[config.mk]
export PLATFORM = sky130hd
export DESIGN_NAME = sync_fifo
export DESIGN_NICKNAME = d
export VERILOG_FILES = /design/src/rtl/sync_fifo.sv
export SDC_FILE = /design/constraint.sdc
export NUM_CORES = 1
export LEC_CHECK = 0
export ABC_AREA = 1
export CORE_UTILIZATION = 54
export CTS_CLUSTER_DIAMETER = 100
export DETAILED_ROUTE_END_ITERATION = 16
export PLACE_DENSITY = 0.71
export SYNTH_ARGS = -nofsm -noshare
export SYNTH_HDL_FRONTEND = slang
export SYNTH_SLANG_ARGS = --single-unit
[constraint.sdc]
create_clock -name clk -period 7.8 [get_ports clk]
set_input_delay 1.17 -clock clk [delete_from_list [all_inputs] [get_ports clk]]
set_output_delay 1.17 -clock clk [all_outputs]
set_load 0.05 [all_outputs]
[src/rtl/sync_fifo.sv]
`default_nettype none
// ============================================================================
// Module      : sync_fifo
// Description : Single-clock FIFO with flush. The head entry is read
//               straight from storage registers, so it is valid whenever
//               the FIFO is not empty and carries no input-to-output path.
//   clk, reset      : clock, synchronous active-high reset
//   flush           : empty the FIFO (overrides push/pop)
//   push, push_data : write request (ignored when full)
//   pop             : discard head (ignored when empty)
//   head            : oldest entry
//   full/empty/count: occupancy from the registered count
// Revision    : 1.0 - initial release
// ============================================================================
module sync_fifo #(
  parameter int WIDTH = 69,
  parameter int DEPTH = 16   // power of two, >= 2
) (
  input  logic                   clk,
  input  logic                   reset,
  input  logic                   flush,
  input  logic                   push,
  input  logic [WIDTH-1:0]       push_data,
  input  logic                   pop,
  output logic [WIDTH-1:0]       head,
  output logic                   full,
  output logic                   empty,
  output logic [$clog2(DEPTH):0] count
);

  localparam int               PW       = $clog2(DEPTH);
  localparam int               CNTW     = PW + 1;
  localparam logic [CNTW-1:0]  FULL_CNT = CNTW'(DEPTH);

  logic [WIDTH-1:0] mem_q [DEPTH];
  logic [WIDTH-1:0] mem_d [DEPTH];
  logic [PW-1:0]    wr_ptr_q, wr_ptr_d;
  logic [PW-1:0]    rd_ptr_q, rd_ptr_d;
  logic [CNTW-1:0]  count_q, count_d;
  logic             push_ok;
  logic             pop_ok;

  assign full    = (count_q == FULL_CNT);
  assign empty   = (count_q == '0);
  assign count   = count_q;
  assign head    = mem_q[rd_ptr_q];
  assign push_ok = push && !full;
  assign pop_ok  = pop && !empty;

  always_comb begin
    mem_d    = mem_q;
    wr_ptr_d = wr_ptr_q;
    rd_ptr_d = rd_ptr_q;
    count_d  = count_q;
    if (flush) begin
      wr_ptr_d = '0;
      rd_ptr_d = '0;
      count_d  = '0;
    end else begin
      if (push_ok) begin
        mem_d[wr_ptr_q] = push_data;
        wr_ptr_d        = wr_ptr_q + PW'(1);
      end
      if (pop_ok) begin
        rd_ptr_d = rd_ptr_q + PW'(1);
      end
      case ({push_ok, pop_ok})
        2'b10:   count_d = count_q + CNTW'(1);
        2'b01:   count_d = count_q - CNTW'(1);
        default: count_d = count_q;
      endcase
    end
  end

  always_ff @(posedge clk) begin
    if (reset) begin
      wr_ptr_q <= '0;
      rd_ptr_q <= '0;
      count_q  <= '0;
    end else begin
      wr_ptr_q <= wr_ptr_d;
      rd_ptr_q <= rd_ptr_d;
      count_q  <= count_d;
    end
  end

  // Storage needs no reset: entries are only read below the valid count.
  always_ff @(posedge clk) begin
    mem_q <= mem_d;
  end

endmodule
`default_nettype wire

==> results.md, run 1 <==
- Run status: finished, final reports clean
- Share of cells above drive strength 1: 4.83%
- Seq/Total Area, Yosys: between 60% and 70%
- Clock sink count: around 1.1k
- Setup violators final: 0
- Largest net degree at the start of global routing: roughly 190
- First-pass GRT wire length: approximately 170000 µm
- Setup TNS: 0 ns
- Max Buffers Root-to-Sink: 3
- TritonCTS buffer count: 110
- Mapped Cells: between 4k and 5k
- Syn_area_per_cell: between 10 and 15 µm²
- Final worst path period share: between 70% and 80%
- Post-synth cell types: 20
- Boundary Pins: 150
- IO Port Bufs: 149
- Worst path required time: 6.63 ns
- Type of the tightest min-delay check: reg -> reg
- Final Skew: ~0.020 ns
- Initial antenna violation count: 8
- Die area: around 90000 µm²
- Postcts setup bufs: 0
- MaxCap Viol Count: 0
- Worst-path fanout max: slightly below 200
- Die Ht: around 300 µm
- Setup Crit Path Kind: reg -> out
- Area growth, synth to finish: 12.8%
- Crit-path max cell delay: roughly 0.8 ns
- Worst path top cell family by delay: buffers and inverters
- Worst-path clk slew: 0.06 ns
- Post-DR wirelength/cell: approximately 19 µm
- Post-DP HPWL: approximately 54000 µm
- Dominant cells by area after synthesis: edfxtp_1, nand2_1, nand3_1
- Clk_lat worst skew: between 0.6 and 0.7 ns
- Worst VDD drop: between 0.00015 and 0.0002 V
- Max stage delay cell, worst path: clkdlybuf4s50_1
- Vias in the first global route: ~30k
- Avg Vias per Cell: approximately 5.3
- # rows: approximately 110
- PD cells: ~250 nW/µm²
- DRT iter0 DRCs: between 3k and 4k
- Final ANT Viol Nets: 0
- Post-synth top area cell: edfxtp_1
- CTS tree: done
- Most frequent cells in the layout: nand2_1, edfxtp_1, inv_1, nand3_1, clkdlybuf4s50_1
- Initial Utilization: a little over half
- Min cycle time layout: about 6 ns
- Critical Path, Cell by Cell: buf_12 -> buf_4 -> nand2_1 -> nand2_1 -> nand2_1 -> nand3_1 -> nand3_1 -> nand2_1 -> clkdlybuf4s50_1
- CP Launch Type: flip-flop
- Die W: about 300 µm
- Ys Warns: 0
- Max Fclk: around 170 MHz
- Commonest non-fill, non-tap cell in the layout: nand2_1
- Unrepaired setup endpoints after global routing: false
- Seq cells post-synth: 1117
- Synthesized area: between 40000 and 50000 µm²
- Hold_buf cts: 0
- Critical path buffers and inverters: 3
- CP Data Arrival Time: 4.70 ns
- Worst Tran Pin Value: 1.22 ns
- NumNets Final: 4748
- Remaining DRCs: 0
- Root buf cell: clkbuf_16
- Design area: 54000 µm²
- First drt pass iteration count: 8
- Vias: about 31k
- H-tree depth: 3
- Leak pwr: between 20 and 25 nW
- Syn nets: 4669
- Pins Over Slew Limit: 0
- Fill count: approximately 7k
- Global route overflow: 0
- Number of gates resized after cts: 0
- Routability cong.: approximately 0.78
- Max-slew headroom: between 10% and 20%
- Final Hold Fails: 0
- Overall fraction of global-route tracks in use: 25.4%
- Crit-path most repeated cell: nand2_1
- DP Area: 50300 µm²
- Worst Setup End Kind: primary output
- Final WL: 114000 µm
- Top cell type's share of synthesized area: between 60 and 70%
- Core Region: 87300 µm²
## state kept, by name, summed over array words and instances (netlist names)
signal	flops
rd_ptr_q	4
wr_ptr_q	4
count	5
mem_q	1104
## path summary, 6_finish.rpt
path,startpoint,end,slack [ns],cells past startpoint
setup / recovery,rd_ptr_q[0]$_SDFFE_PP0P_,head[43],1.93,9
hold / removal,wr_ptr_q[2]$_SDFFE_PP0P_,wr_ptr_q[2]$_SDFFE_PP0P_,0.54,2
setup reg to reg,count[3]$_SDFFE_PP0P_,mem_q[794]$_DFFE_PP_,4.45,7
hold reg to reg,wr_ptr_q[2]$_SDFFE_PP0P_,wr_ptr_q[2]$_SDFFE_PP0P_,0.54,2
## worst min-delay path, cell delays in order, from the launching register on
cell     delay [ns]
dfxtp_1        0.35
nand2_1        0.08
a21oi_1        0.06
## metal layers
| layer | up-vias | track usage (%) | part of all wire (%) |
|---|---|---|---|
| li1 | 15000 | - | - |
| met1 | 14900 | 35.1 | 41 |
| met2 | 1328 | 42.0 | 48 |
| met3 | 204 | 3.32 | 8.0 |
| met4 | 8 | 8.20 | 2.6 |
| met5 | - | 0 | 0.049 |
## final cells by class
type	count	area, µm²	share of cell area [%]
clock buffers	138	2940	5.44
diodes	4	10.0	0.0185
repair buffers	197	1980	3.66
multi-input cells	2384	10200	19.0
inverters	854	3230	5.97
well taps	1155	1450	2.67
flip-flops and latches	1117	33400	61.8
clock inverters	70	774	1.43
## kinds of logic after synthesis
logic type                 count (synthesis)  share of synthesized area (%)
buffers and inverters                   1084                           9.13
xor gates and xnor gates                   3                         0.0548
and+or+nand+nor                         2357                           20.7
AOI/OAI and AO/OA                         14                          0.146
adders and majority gates                 10                          0.277
DFF                                     1117                           69.7
## through the flow
step / util, % / std cells / hold WS (ns) / power (mW) / setup slack (ns)
detailed placement: 57.6 / 5707 / 0.526 / 8.09 / 2.76
global route: 61.9 / 5918 / 0.563 / 13.8 / 1.80
global placement: 57.6 / 5707 / 0.511 / 8.07 / 2.81
floorplan: - / 4585 / 0.490 / 7.66 / 1.07
finish: 61.9 / 5919 / 0.538 / 13.4 / 1.93
CTS: 61.9 / 5915 / 0.535 / 13.4 / 2.04
## where the power goes
part           internal [mW]  switching, mW
clock                   3.23           2.20
sequential              6.64         0.0352
combinational          0.378          0.916
## synthesized netlist by cell type (all sizes together)
master and n:
nand2 1478, edfxtp 1104, inv 854, nand3 837, buf 193, clkbuf 37, nor2 36, dfxtp 13
ha 9, o21ai 8, a21oi 6, nor3 4, or2 2, xor2 2, fa 1, xnor2 1
Note: power is estimated with default switching activity, not from simulation.
==> run 2, diff against run 1 <==
==> constraint.sdc (replaced) <==
create_clock -name clk -period 5.45 [get_ports clk]
set_input_delay 0.8175 -clock clk [delete_from_list [all_inputs] [get_ports clk]]
set_output_delay 0.8175 -clock clk [all_outputs]
set_load 0.05 [all_outputs]
==> run 2 against run 1 <==
Flip-flop and latch count stayed put. Clock power grew 34%. Utilization about the same. Critical path type unchanged. Critical endpoint is now head[33]. Highest routed layer unchanged.
==> results.md, run 2 (synthesis results as in run 1) <==
- Run status: finished, final reports clean
- Worst path required time: around 4.6 ns
- Worst path top cell family by delay: buffers and inverters
- Post-DR wirelength/cell: roughly 19 µm
- Critical path buffers and inverters: 3
- Worst-path fanout max: around 160
- # rows: about 110
- Postcts setup bufs: 0
- Vias in the first global route: 30.4k
- Initial Utilization: between 50% and 60%
- Min cycle time layout: ~4.7 ns
- Routed length on met2: roughly 55000 µm
- DRT iter0 DRCs: about 3.3k
- Area growth, synth to finish: 12.8%
- Setup Crit Path Kind: reg -> out
- Hold_ws: between 0.5 and 0.6 ns
- Boundary Pins: 150
- DP Area: between 50000 and 60000 µm²
- Clk_lat worst skew: 0.68 ns
- Crit-path most repeated cell: nand2_1
- DP Cell Count: about 5.7k
- Vias: 31.6k
- Max Fclk: roughly 210 MHz
- H-tree depth: 3
- Share of cells above drive strength 1: 4.77%
- Die W: between 200 and 300 µm
- Top reg by flops: mem_q
- Final worst path period share: 86.2%
- PD cells: between 300 and 400 nW/µm²
- Non-filler cells, final: a little under 6k
- Max stage delay cell, worst path: clkdlybuf4s50_1
- CP Launch Type: flip-flop
- Sw power: 4.46 mW
- Avg Vias per Cell: approximately 5.3
- Max-slew headroom: 8.84%
- Worst Tran Pin Value: between 1 and 1.5 ns
- Final WL: between 100000 and 150000 µm
- Clock sink count: 1117
- First-pass GRT wire length: 175000 µm
- Routability cong.: 0.744
- Type of the tightest min-delay check: reg -> reg
- DP Worst Slack: between 1.5 and 2 ns
- Wl on met1: 47200 µm
- Reg power frac: 50.9%
- Initial antenna violation count: 10
- Root buf cell: clkbuf_16
- Die area: 89900 µm²
- Commonest non-fill, non-tap cell in the layout: nand2_1
- Setup violators final: 0
- Worst Setup End Kind: primary output
- R2r setup slk: between 2 and 2.5 ns
- Crit-path max cell delay: roughly 0.83 ns
- Final Skew: approximately 0.014 ns
- CP Data Arrival Time: roughly 3.9 ns
- TritonCTS buffer count: around 110
- Final setup margin: approximately 0.75 ns
- Leak pwr: ~23 nW
- Final Hold Fails: 0
- Most frequent cells in the layout: nand2_1, edfxtp_1, inv_1, nand3_1, clkdlybuf4s50_1
- Worst-path clk slew: 0.06 ns
- Remaining DRCs: 0
- Critical Path, Cell by Cell: inv_8 -> buf_4 -> nand2_1 -> nand2_1 -> nand2_1 -> nand3_1 -> nand3_1 -> nand2_1 -> clkdlybuf4s50_1
- MaxCap Viol Count: 0
- First drt pass iteration count: 6
- Logic gate share of total power: 10.1%
- Max FFs per register: 1104
- Number of gates resized after cts: 0
- Post-DP HPWL: between 50000 and 60000 µm
- Unrepaired setup endpoints after global routing: false
- Worst VDD drop: 0.000251 V
- IO Port Bufs: ~150
- Top Metal Used: met5
- Die Ht: 300 µm
- Hold_buf cts: 0
- Overall fraction of global-route tracks in use: 25.5%
- Global route overflow: 0
- Max Buffers Root-to-Sink: 3
- CTS tree: done
- NumNets Final: roughly 4.8k
- Largest net degree at the start of global routing: ~200
- Design area: between 50000 and 60000 µm²
- Pins Over Slew Limit: 0
- Int Pwr: 14.2 mW
- Clk pwr share: about two fifths
- WL met3: 8510 µm
- Final ANT Viol Nets: 0
- Sw Share: a little under a quarter
- Core Region: ~87000 µm²
## run 2: worst paths after layout
kind,cells past startpoint,endpoint,start
worst max-delay path,9,head[33],rd_ptr_q[0]$_SDFFE_PP0P_
worst min register to register,2,wr_ptr_q[2]$_SDFFE_PP0P_,wr_ptr_q[2]$_SDFFE_PP0P_
worst min-delay path,2,wr_ptr_q[2]$_SDFFE_PP0P_,wr_ptr_q[2]$_SDFFE_PP0P_
worst max register to register,7,mem_q[794]$_DFFE_PP_,count[1]$_SDFFE_PP0P_
## run 2: power by group through the flow
| stage | Clock [mW] | Sequential (mW) | Combinational [mW] |
|---|---|---|---|
| after floorplan | 0 | 9.72 | 1.24 |
| after global placement | 0 | 9.70 | 1.87 |
| after detailed placement | 0 | 9.71 | 1.89 |
| after CTS | 7.37 | 9.53 | 1.90 |
| after global routing | 7.70 | 9.53 | 2.06 |
| final | 7.28 | 9.53 | 1.89 |
## run 2: layout make-up
type                       instances  area (µm²)
tap                             1155        1450
clock buffer                     143        2960
fill                            6729       33300
antenna                            8        20.0
sequential                      1117       33400
inverter                         854        3230
clock inverter                    58         485
timing repair buffer             205        2220
multi-input combinational       2384       10200
## run 2: through the flow
step | utilization, % | power (mW) | TNS (ns)
4_1_cts | 61.9 | 18.8 | 0
3_3_place_gp | 57.9 | 11.6 | 0
3_5_place_dp | 57.9 | 11.6 | 0
6_report | 61.9 | 18.7 | 0
5_1_grt | 61.9 | 19.3 | 0
2_1_floorplan | - | 11.0 | -293.03
## run 2: routing by layer
| metal | track usage, % | up-vias |
|---|---|---|
| met4 | 9.01 | 4 |
| li1 | - | 15000 |
| met2 | 41.6 | 1286 |
| met1 | 35.5 | 15100 |
| met3 | 3.17 | 182 |
| met5 | 0 | - |
## run 2: worst reg2reg max path, cell delays in order, from the launching register on
cell and delay (ns):
dfxtp_1 0.41, nor2_1 0.09, nand3_1 0.16, nand2_1 0.17, nor2_1 0.21, nand2_1 0.30
nor2_4 0.79, buf_4 0.60
